<file path="src/rtl/sm_slice_scheduler_if.sv">
// Scheduler <-> pipeline / swap-engine bundle.
// master : the scheduler (drives sm_o, swap_req_o, swap_to_o, stall_run_o,
//          idle_o, swap_cnt_o; samples stall/enable/slice/safe/yield/done).
// slave  : the surrounding pipeline and swap engine (opposite directions).
interface sm_slice_scheduler_if #(
  parameter int N_SM   = 8,
  parameter int SM_W   = 3,
  parameter int GRAN_W = 8,
  parameter int CNT_W  = 16
);
  logic              stall_i;
  logic [N_SM-1:0]   sm_en_i;
  logic [GRAN_W-1:0] granu_i;
  logic              safe_i;
  logic              yield_i;
  logic              swap_done_i;
  logic [SM_W-1:0]   sm_o;
  logic              swap_req_o;
  logic [SM_W-1:0]   swap_to_o;
  logic              stall_run_o;
  logic              idle_o;
  logic [CNT_W-1:0]  swap_cnt_o;

  modport master (
    input  stall_i, sm_en_i, granu_i, safe_i, yield_i, swap_done_i,
    output sm_o, swap_req_o, swap_to_o, stall_run_o, idle_o, swap_cnt_o
  );

  modport slave (
    output stall_i, sm_en_i, granu_i, safe_i, yield_i, swap_done_i,
    input  sm_o, swap_req_o, swap_to_o, stall_run_o, idle_o, swap_cnt_o
  );
endinterface

</file>
<file path="src/rtl/sm_slice_scheduler.sv">
// Time-slice scheduler sharing one SIMD pipeline among N_SM contexts.
// Runs the active SM for granu_i+1 unstalled cycles (or until yield / disable),
// waits for a pipeline safe point, then requests a context swap to the next
// enabled SM in round-robin order and holds the request until swap_done_i.
// Ports: clk, reset (sync, active-high), bus (master side of
// sm_slice_scheduler_if). All outputs are registered.
module sm_slice_scheduler #(
  parameter int N_SM   = 8,
  parameter int SM_W   = 3,
  parameter int GRAN_W = 8,
  parameter int CNT_W  = 16
) (
  input  logic                    clk,
  input  logic                    reset,
  sm_slice_scheduler_if.master    bus
);

  typedef enum logic [1:0] {ST_RUN, ST_DRAIN, ST_SWAP} state_t;

  state_t            state_q, state_d;
  logic [SM_W-1:0]   sm_q, sm_d;
  logic [GRAN_W-1:0] cnt_q, cnt_d;
  logic              req_q, req_d;
  logic [SM_W-1:0]   to_q, to_d;
  logic              stall_run_q, stall_run_d;
  logic              idle_q, idle_d;
  logic [CNT_W-1:0]  swap_cnt_q, swap_cnt_d;

  // Candidate k is the SM at round-robin distance k+1 from the active one.
  // The wrap is done by subtraction so non-power-of-two N_SM never yields
  // an out-of-range index.
  logic [N_SM-2:0] cand;
  logic [SM_W-1:0] cand_idx [N_SM-1];

  genvar gi;
  generate
    for (gi = 0; gi < N_SM - 1; gi++) begin : g_cand
      logic [SM_W:0] sum;
      assign sum = {1'b0, sm_q} + (SM_W + 1)'(gi + 1);
      assign cand_idx[gi] = (sum >= (SM_W + 1)'(N_SM))
                          ? SM_W'(sum - (SM_W + 1)'(N_SM))
                          : sum[SM_W-1:0];
      assign cand[gi] = bus.sm_en_i[cand_idx[gi]];
    end
  endgenerate

  // Nearest enabled candidate wins: scan from far to near so the last hit
  // written is the closest one.
  logic            found;
  logic [SM_W-1:0] next_idx;

  always_comb begin
    found    = 1'b0;
    next_idx = '0;
    for (int k = N_SM - 2; k >= 0; k--) begin
      if (cand[k]) begin
        found    = 1'b1;
        next_idx = cand_idx[k];
      end
    end
  end

  logic cur_en, expire, eval, take_swap, no_target;

  always_comb begin
    cur_en    = bus.sm_en_i[sm_q];
    expire    = (cnt_q >= bus.granu_i) | bus.yield_i | ~cur_en;
    // Selection is evaluated on an unstalled expiring RUN cycle and on every
    // unstalled DRAIN cycle (mask may change while draining).
    eval      = ~bus.stall_i & (((state_q == ST_RUN) & expire) | (state_q == ST_DRAIN));
    take_swap = eval & found & bus.safe_i;
    no_target = eval & ~found;
  end

  // State register
  always_ff @(posedge clk) begin
    if (reset) begin
      state_q     <= ST_RUN;
      sm_q        <= '0;
      cnt_q       <= '0;
      req_q       <= 1'b0;
      to_q        <= '0;
      stall_run_q <= 1'b0;
      idle_q      <= 1'b0;
      swap_cnt_q  <= '0;
    end else begin
      state_q     <= state_d;
      sm_q        <= sm_d;
      cnt_q       <= cnt_d;
      req_q       <= req_d;
      to_q        <= to_d;
      stall_run_q <= stall_run_d;
      idle_q      <= idle_d;
      swap_cnt_q  <= swap_cnt_d;
    end
  end

  // Next-state logic
  always_comb begin
    state_d = state_q;
    case (state_q)
      ST_RUN, ST_DRAIN: begin
        if (take_swap)          state_d = ST_SWAP;
        else if (no_target)     state_d = ST_RUN;
        else if (eval && found) state_d = ST_DRAIN;
      end
      ST_SWAP: begin
        if (bus.swap_done_i) state_d = ST_RUN;
      end
      default: state_d = ST_RUN;
    endcase
  end

  // Output / datapath logic
  always_comb begin
    sm_d        = sm_q;
    cnt_d       = cnt_q;
    req_d       = req_q;
    to_d        = to_q;
    stall_run_d = stall_run_q;
    // idle drops as soon as any SM is enabled, whatever the state.
    idle_d      = idle_q & ~(|bus.sm_en_i);
    swap_cnt_d  = swap_cnt_q;

    if ((state_q == ST_RUN) && !bus.stall_i && !expire) begin
      cnt_d = cnt_q + 1'b1;
    end
    if (no_target) begin
      cnt_d = '0;
      if (!cur_en) idle_d = 1'b1;
    end
    if (take_swap) begin
      to_d        = next_idx;
      req_d       = 1'b1;
      stall_run_d = 1'b1;
    end
    if ((state_q == ST_SWAP) && bus.swap_done_i) begin
      sm_d        = to_q;
      cnt_d       = '0;
      req_d       = 1'b0;
      stall_run_d = 1'b0;
      if (swap_cnt_q != {CNT_W{1'b1}}) swap_cnt_d = swap_cnt_q + 1'b1;
    end
  end

  assign bus.sm_o        = sm_q;
  assign bus.swap_req_o  = req_q;
  assign bus.swap_to_o   = to_q;
  assign bus.stall_run_o = stall_run_q;
  assign bus.idle_o      = idle_q;
  assign bus.swap_cnt_o  = swap_cnt_q;

endmodule

</file>
<file path="src/flat_wrapper.sv">
// flat-port wrapper written by rule: the top's interface ports become plain ports
module sm_slice_scheduler_flat 
#(
  parameter int N_SM   = 8,
  parameter int SM_W   = 3,
  parameter int GRAN_W = 8,
  parameter int CNT_W  = 16
)
  (clk, reset, bus_stall_i, bus_sm_en_i, bus_granu_i, bus_safe_i, bus_yield_i, bus_swap_done_i, bus_sm_o, bus_swap_req_o, bus_swap_to_o, bus_stall_run_o, bus_idle_o, bus_swap_cnt_o);
  sm_slice_scheduler_if #(.N_SM(N_SM), .SM_W(SM_W), .GRAN_W(GRAN_W), .CNT_W(CNT_W)) bus_i ();
  input  logic clk;
  input  logic reset;
  input wire logic [$bits(bus_i.stall_i)-1:0] bus_stall_i;
  input wire logic [$bits(bus_i.sm_en_i)-1:0] bus_sm_en_i;
  input wire logic [$bits(bus_i.granu_i)-1:0] bus_granu_i;
  input wire logic [$bits(bus_i.safe_i)-1:0] bus_safe_i;
  input wire logic [$bits(bus_i.yield_i)-1:0] bus_yield_i;
  input wire logic [$bits(bus_i.swap_done_i)-1:0] bus_swap_done_i;
  output wire logic [$bits(bus_i.sm_o)-1:0] bus_sm_o;
  output wire logic [$bits(bus_i.swap_req_o)-1:0] bus_swap_req_o;
  output wire logic [$bits(bus_i.swap_to_o)-1:0] bus_swap_to_o;
  output wire logic [$bits(bus_i.stall_run_o)-1:0] bus_stall_run_o;
  output wire logic [$bits(bus_i.idle_o)-1:0] bus_idle_o;
  output wire logic [$bits(bus_i.swap_cnt_o)-1:0] bus_swap_cnt_o;
  assign bus_i.stall_i = bus_stall_i;
  assign bus_i.sm_en_i = bus_sm_en_i;
  assign bus_i.granu_i = bus_granu_i;
  assign bus_i.safe_i = bus_safe_i;
  assign bus_i.yield_i = bus_yield_i;
  assign bus_i.swap_done_i = bus_swap_done_i;
  assign bus_sm_o = bus_i.sm_o;
  assign bus_swap_req_o = bus_i.swap_req_o;
  assign bus_swap_to_o = bus_i.swap_to_o;
  assign bus_stall_run_o = bus_i.stall_run_o;
  assign bus_idle_o = bus_i.idle_o;
  assign bus_swap_cnt_o = bus_i.swap_cnt_o;
  sm_slice_scheduler #(.N_SM(N_SM), .SM_W(SM_W), .GRAN_W(GRAN_W), .CNT_W(CNT_W)) u_core (.clk(clk), .reset(reset), .bus(bus_i));
endmodule
</file>
<file path="config.mk">
export PLATFORM = sky130hd
export DESIGN_NAME = sm_slice_scheduler_flat
export DESIGN_NICKNAME = d
export VERILOG_FILES = /design/src/rtl/sm_slice_scheduler_if.sv /design/src/rtl/sm_slice_scheduler.sv /design/src/flat_wrapper.sv
export SDC_FILE = /design/constraint.sdc
export NUM_CORES = 1
export LEC_CHECK = 0
export CORE_MARGIN = 2
export CORE_UTILIZATION = 45
export CTS_CLUSTER_DIAMETER = 30
export DETAILED_ROUTE_END_ITERATION = 10
export GPL_TIMING_DRIVEN = 0
export PLACE_DENSITY = 0.7
export SLEW_MARGIN = 20
export SYNTH_ARGS = -nofsm -noshare
export SYNTH_HDL_FRONTEND = slang
export SYNTH_SLANG_ARGS = --single-unit
</file>
<file path="constraint.sdc">
create_clock -name clk -period 8.4 [get_ports clk]
set_input_delay 1.68 -clock clk [delete_from_list [all_inputs] [get_ports clk]]
set_output_delay 1.68 -clock clk [all_outputs]
set_load 0.02 [all_outputs]
</file>
==> run summary <==
Design Power -> 0.3589 mW
Worst hold stages -> 2
Setup TNS -> 0 ns
GP Congestion -> 0.8808
DRT antenna net count -> 0
Avg WL per Cell -> 15.85 um
DRC Markers -> 0
Peak supply drop -> 0.07457 mV
Largest fanout on the critical path -> 9
Inserted Clock Buffers -> 5
Area Growth Syn to Fin -> 22.43%
Reg2reg path depth -> 12
Area of the multi-input gates -> 1914 sq um
Pre-Repair DR Iteration Count -> 5
Clk pwr share -> 35.5%
Initial Utilization -> 46.45%
CTS Root Cell -> clkbuf_8
Crit path DAT -> 4.08 ns
Largest net degree at the start of global routing -> 11
CP endpoint kind -> register
Min-delay src -> u_core.bus.swap_to_o[2]$_SDFFE_PP0P_
Ys async rst share -> 0%
Clock Latency Late Sink -> 0.29 ns
All-Layer GR Usage -> 21.38%
CTS clock-pin slew for the worst setup and hold paths -> 0.08 ns
Dpl ws -> 3.955 ns
Avg Synthesized Cell Area -> 8.847 sq um
Mapped Cells -> 309
FF+latch area -> 680.7 sq um
CTS tree -> built
Synth Flop Type -> dfxtp_1
Share of layout cells above drive strength 1 -> 14.48%
Die height -> 81.95 um
Crit Path Category -> in2reg
Sw power -> 0.09816 mW
Num rows -> 28
I/O pin total -> 47
Fillers -> 567
Cell Int Power -> 0.2607 mW
N_diodes -> 0
Initial antenna violation count -> 0
Core Util, Final -> 56.87%
Power density cells -> 107.2 nW/um^2
Postcts setup bufs -> 0
Vias/cell -> 5.917
Slew HR -> 53.09%
Leakage Power -> 1.160 nW
Port Buffer Count -> 42
Drt initial violations -> 282
GR Overflow Total -> 0
Final setup viols -> 0
Core Region -> 5886 sq um
Vias in the first global route -> 2295
Synth Warn # -> 0
First-pass GRT wire length -> 10990 um
Measured slew at the worst slew-check pin -> 0.6987 ns
H-tree depth -> 2
Post-route minimum period -> 3.879 ns
Most common cell after layout, fill and taps aside -> clkdlybuf4s50_1
Clock Skew -> 0.01099 ns
Clk sinks -> 34
Post-CTS Resized -> 0
Switching part of the total -> 27.35%
Final Hold Fails -> 0
Clock Path Buffers -> 2
NumNets Final -> 392
FMAX -> 257.8 MHz
Post-synth net total -> 343
Reg2reg start -> u_core.bus.sm_o[1]$_SDFFE_PP0P_
MaxCap Viol Count -> 0
Post-synth EDFFs -> 0
Hold Path Sink -> u_core.bus.sm_o[2]$_SDFFE_PP0P_
Die width -> 81.95 um
Setup WS post-layout -> 4.521 ns
Distinct cells, synth -> 64
Die ar. -> 6715 sq um
Most frequent cells in the layout -> clkdlybuf4s50_1, dfxtp_1, nor2_1
Synthesized flop and latch total -> 34
Crit start category -> input port
Via Count -> 2568
Mapped Area -> 2734 sq um
Count of hold-fix buffers inserted at cts -> 0
Layout Cells excl Fill -> 434
Reg-to-reg slack, setup -> 5.07 ns
Cells after DPL -> 426
CP required -> 8.60 ns
Post-Route WL -> 6879 um
Combinational Power Share -> 18.2%
Crit share post-route -> 46.18%
HPWL after DPL -> 5074 um
Register area share after synthesis -> 24.90%
Share of power burned in registers -> 46.3%
R2r endpoint -> u_core.bus.swap_to_o[0]$_SDFFE_PP0P_
Fin. max-slew vios -> 0
Min-Delay Path Class -> reg2reg
Run status -> complete, no violations
Setup repair after global routing missed its margin -> false
[flip-flops by register name, indices dropped and copies added, names as in the netlist]
name and flops:
u_core.bus.idle_o 1, u_core.bus.sm_o 3, u_core.bus.swap_cnt_o 16, u_core.bus.swap_req_o 1
u_core.bus.swap_to_o 3, u_core.cnt_q 8, u_core.state_q 2
[how the worst max path moves through the flow]
stage / slack [ns] / cells past startpoint / start / to
floorplan: 4.82 / 7 / bus_granu_i[0] / u_core.cnt_q[0]$_SDFFE_PP0P_
global placement: 4.00 / 8 / bus_granu_i[5] / u_core.cnt_q[1]$_SDFFE_PP0P_
detailed placement: 3.96 / 8 / bus_granu_i[5] / u_core.cnt_q[1]$_SDFFE_PP0P_
CTS: 4.25 / 8 / bus_granu_i[5] / u_core.cnt_q[0]$_SDFFE_PP0P_
global route: 4.40 / 8 / bus_granu_i[7] / u_core.bus.swap_to_o[0]$_SDFFE_PP0P_
finish: 4.52 / 8 / bus_granu_i[7] / u_core.bus.swap_to_o[0]$_SDFFE_PP0P_
[cell type report]
cell class | count | share of cell area, %
plain buffers | 18 | 3.028
inverters | 12 | 1.346
clock inverters | 1 | 0.1495
well taps | 75 | 2.804
repair buffers | 42 | 12.56
clock buffers | 7 | 2.579
flip-flops and latches | 34 | 20.34
multi-input cells | 245 | 57.20
[routing by layer]
metal / up-vias / wire length [um] / part of all wire [%] / GRT usage (%)
li1: 1247 / - / - / -
met1: 1224 / 3269 / 48 / 30.85
met2: 92 / 3115 / 45 / 31.54
met3: 5 / 455 / 6.6 / 4.945
met4: 0 / 39 / 0.57 / 6.500
met5: - / 0 / 0 / 0
[synthesized netlist by cell type, types with 2 or more instances]
cell / number / share of area, %
nand4_1: 7 / 1.6
a31oi_1: 4 / 0.92
a22oi_1: 2 / 0.55
inv_1: 12 / 1.6
nor4_1: 6 / 1.4
a41oi_1: 2 / 0.64
mux2_2: 7 / 2.9
mux2i_1: 11 / 4.0
a211oi_1: 4 / 1.1
nand2_1: 27 / 3.7
o21ai_0: 4 / 0.73
clkbuf_2: 2 / 0.37
a211o_1: 2 / 0.64
clkbuf_1: 5 / 0.69
xnor2_1: 14 / 4.5
ha_1: 12 / 5.5
dfxtp_1: 34 / 25
nor2_1: 31 / 4.3
mux4_2: 12 / 9.9
buf_1: 2 / 0.27
nand2b_1: 6 / 1.4
buf_6: 2 / 0.82
o211ai_1: 2 / 0.55
a21oi_1: 14 / 2.6
buf_4: 3 / 0.82
and3_1: 5 / 1.1
nand3_1: 13 / 2.4
or3_1: 4 / 0.92
xor2_1: 8 / 2.6
buf_2: 4 / 0.73
mux2_4: 3 / 1.6
nor3_1: 5 / 0.92
a21boi_0: 2 / 0.55
and2_1: 3 / 0.69
o22ai_1: 2 / 0.46
nor2b_1: 3 / 0.69
nand3b_1: 3 / 0.82
[power groups by stage]
| stage | clock (mW) | sequential, mW | combinational [mW] |
|---|---|---|---|
| finish | 0.128 | 0.166 | 0.0652 |
| global route | 0.139 | 0.166 | 0.0717 |
| CTS | 0.130 | 0.166 | 0.0646 |
| detailed placement | 0 | 0.170 | 0.0644 |
| global placement | 0 | 0.170 | 0.0634 |
| floorplan | 0 | 0.171 | 0.0402 |
[through the flow]
step                cell area, sq um  hold slack (ns)
floorplan                       2734           0.4717
detailed placement              3248           0.4691
global route                    3347           0.5162
global placement                3248           0.4627
finish                          3347           0.4919
CTS                             3339           0.4881
[worst max-delay path: stages]
cell and delay [ns]:
clkdlybuf4s50_1 0.45, inv_1 0.04, ha_1 0.32, a2111oi_0 0.59
nand2_2 0.25, o211ai_2 0.39, a31oi_1 0.11, a221oi_2 0.26
[cell families (layout without fill, tap and decap cells)]
logic type                 count (synthesis)  in the layout  share of synthesized area, %
AOI/OAI and AO/OA                         57             57                         15.56
buffers and inverters                     30             80                         5.355
xor gates and xnor gates                  22             22                         7.048
and+or+nand+nor                          120            120                         22.38
DFF                                       34             34                         24.90
adders and majority gates                 12             12                         5.492
muxes                                     34             34                         19.27
(Power assumes the default switching activity.)
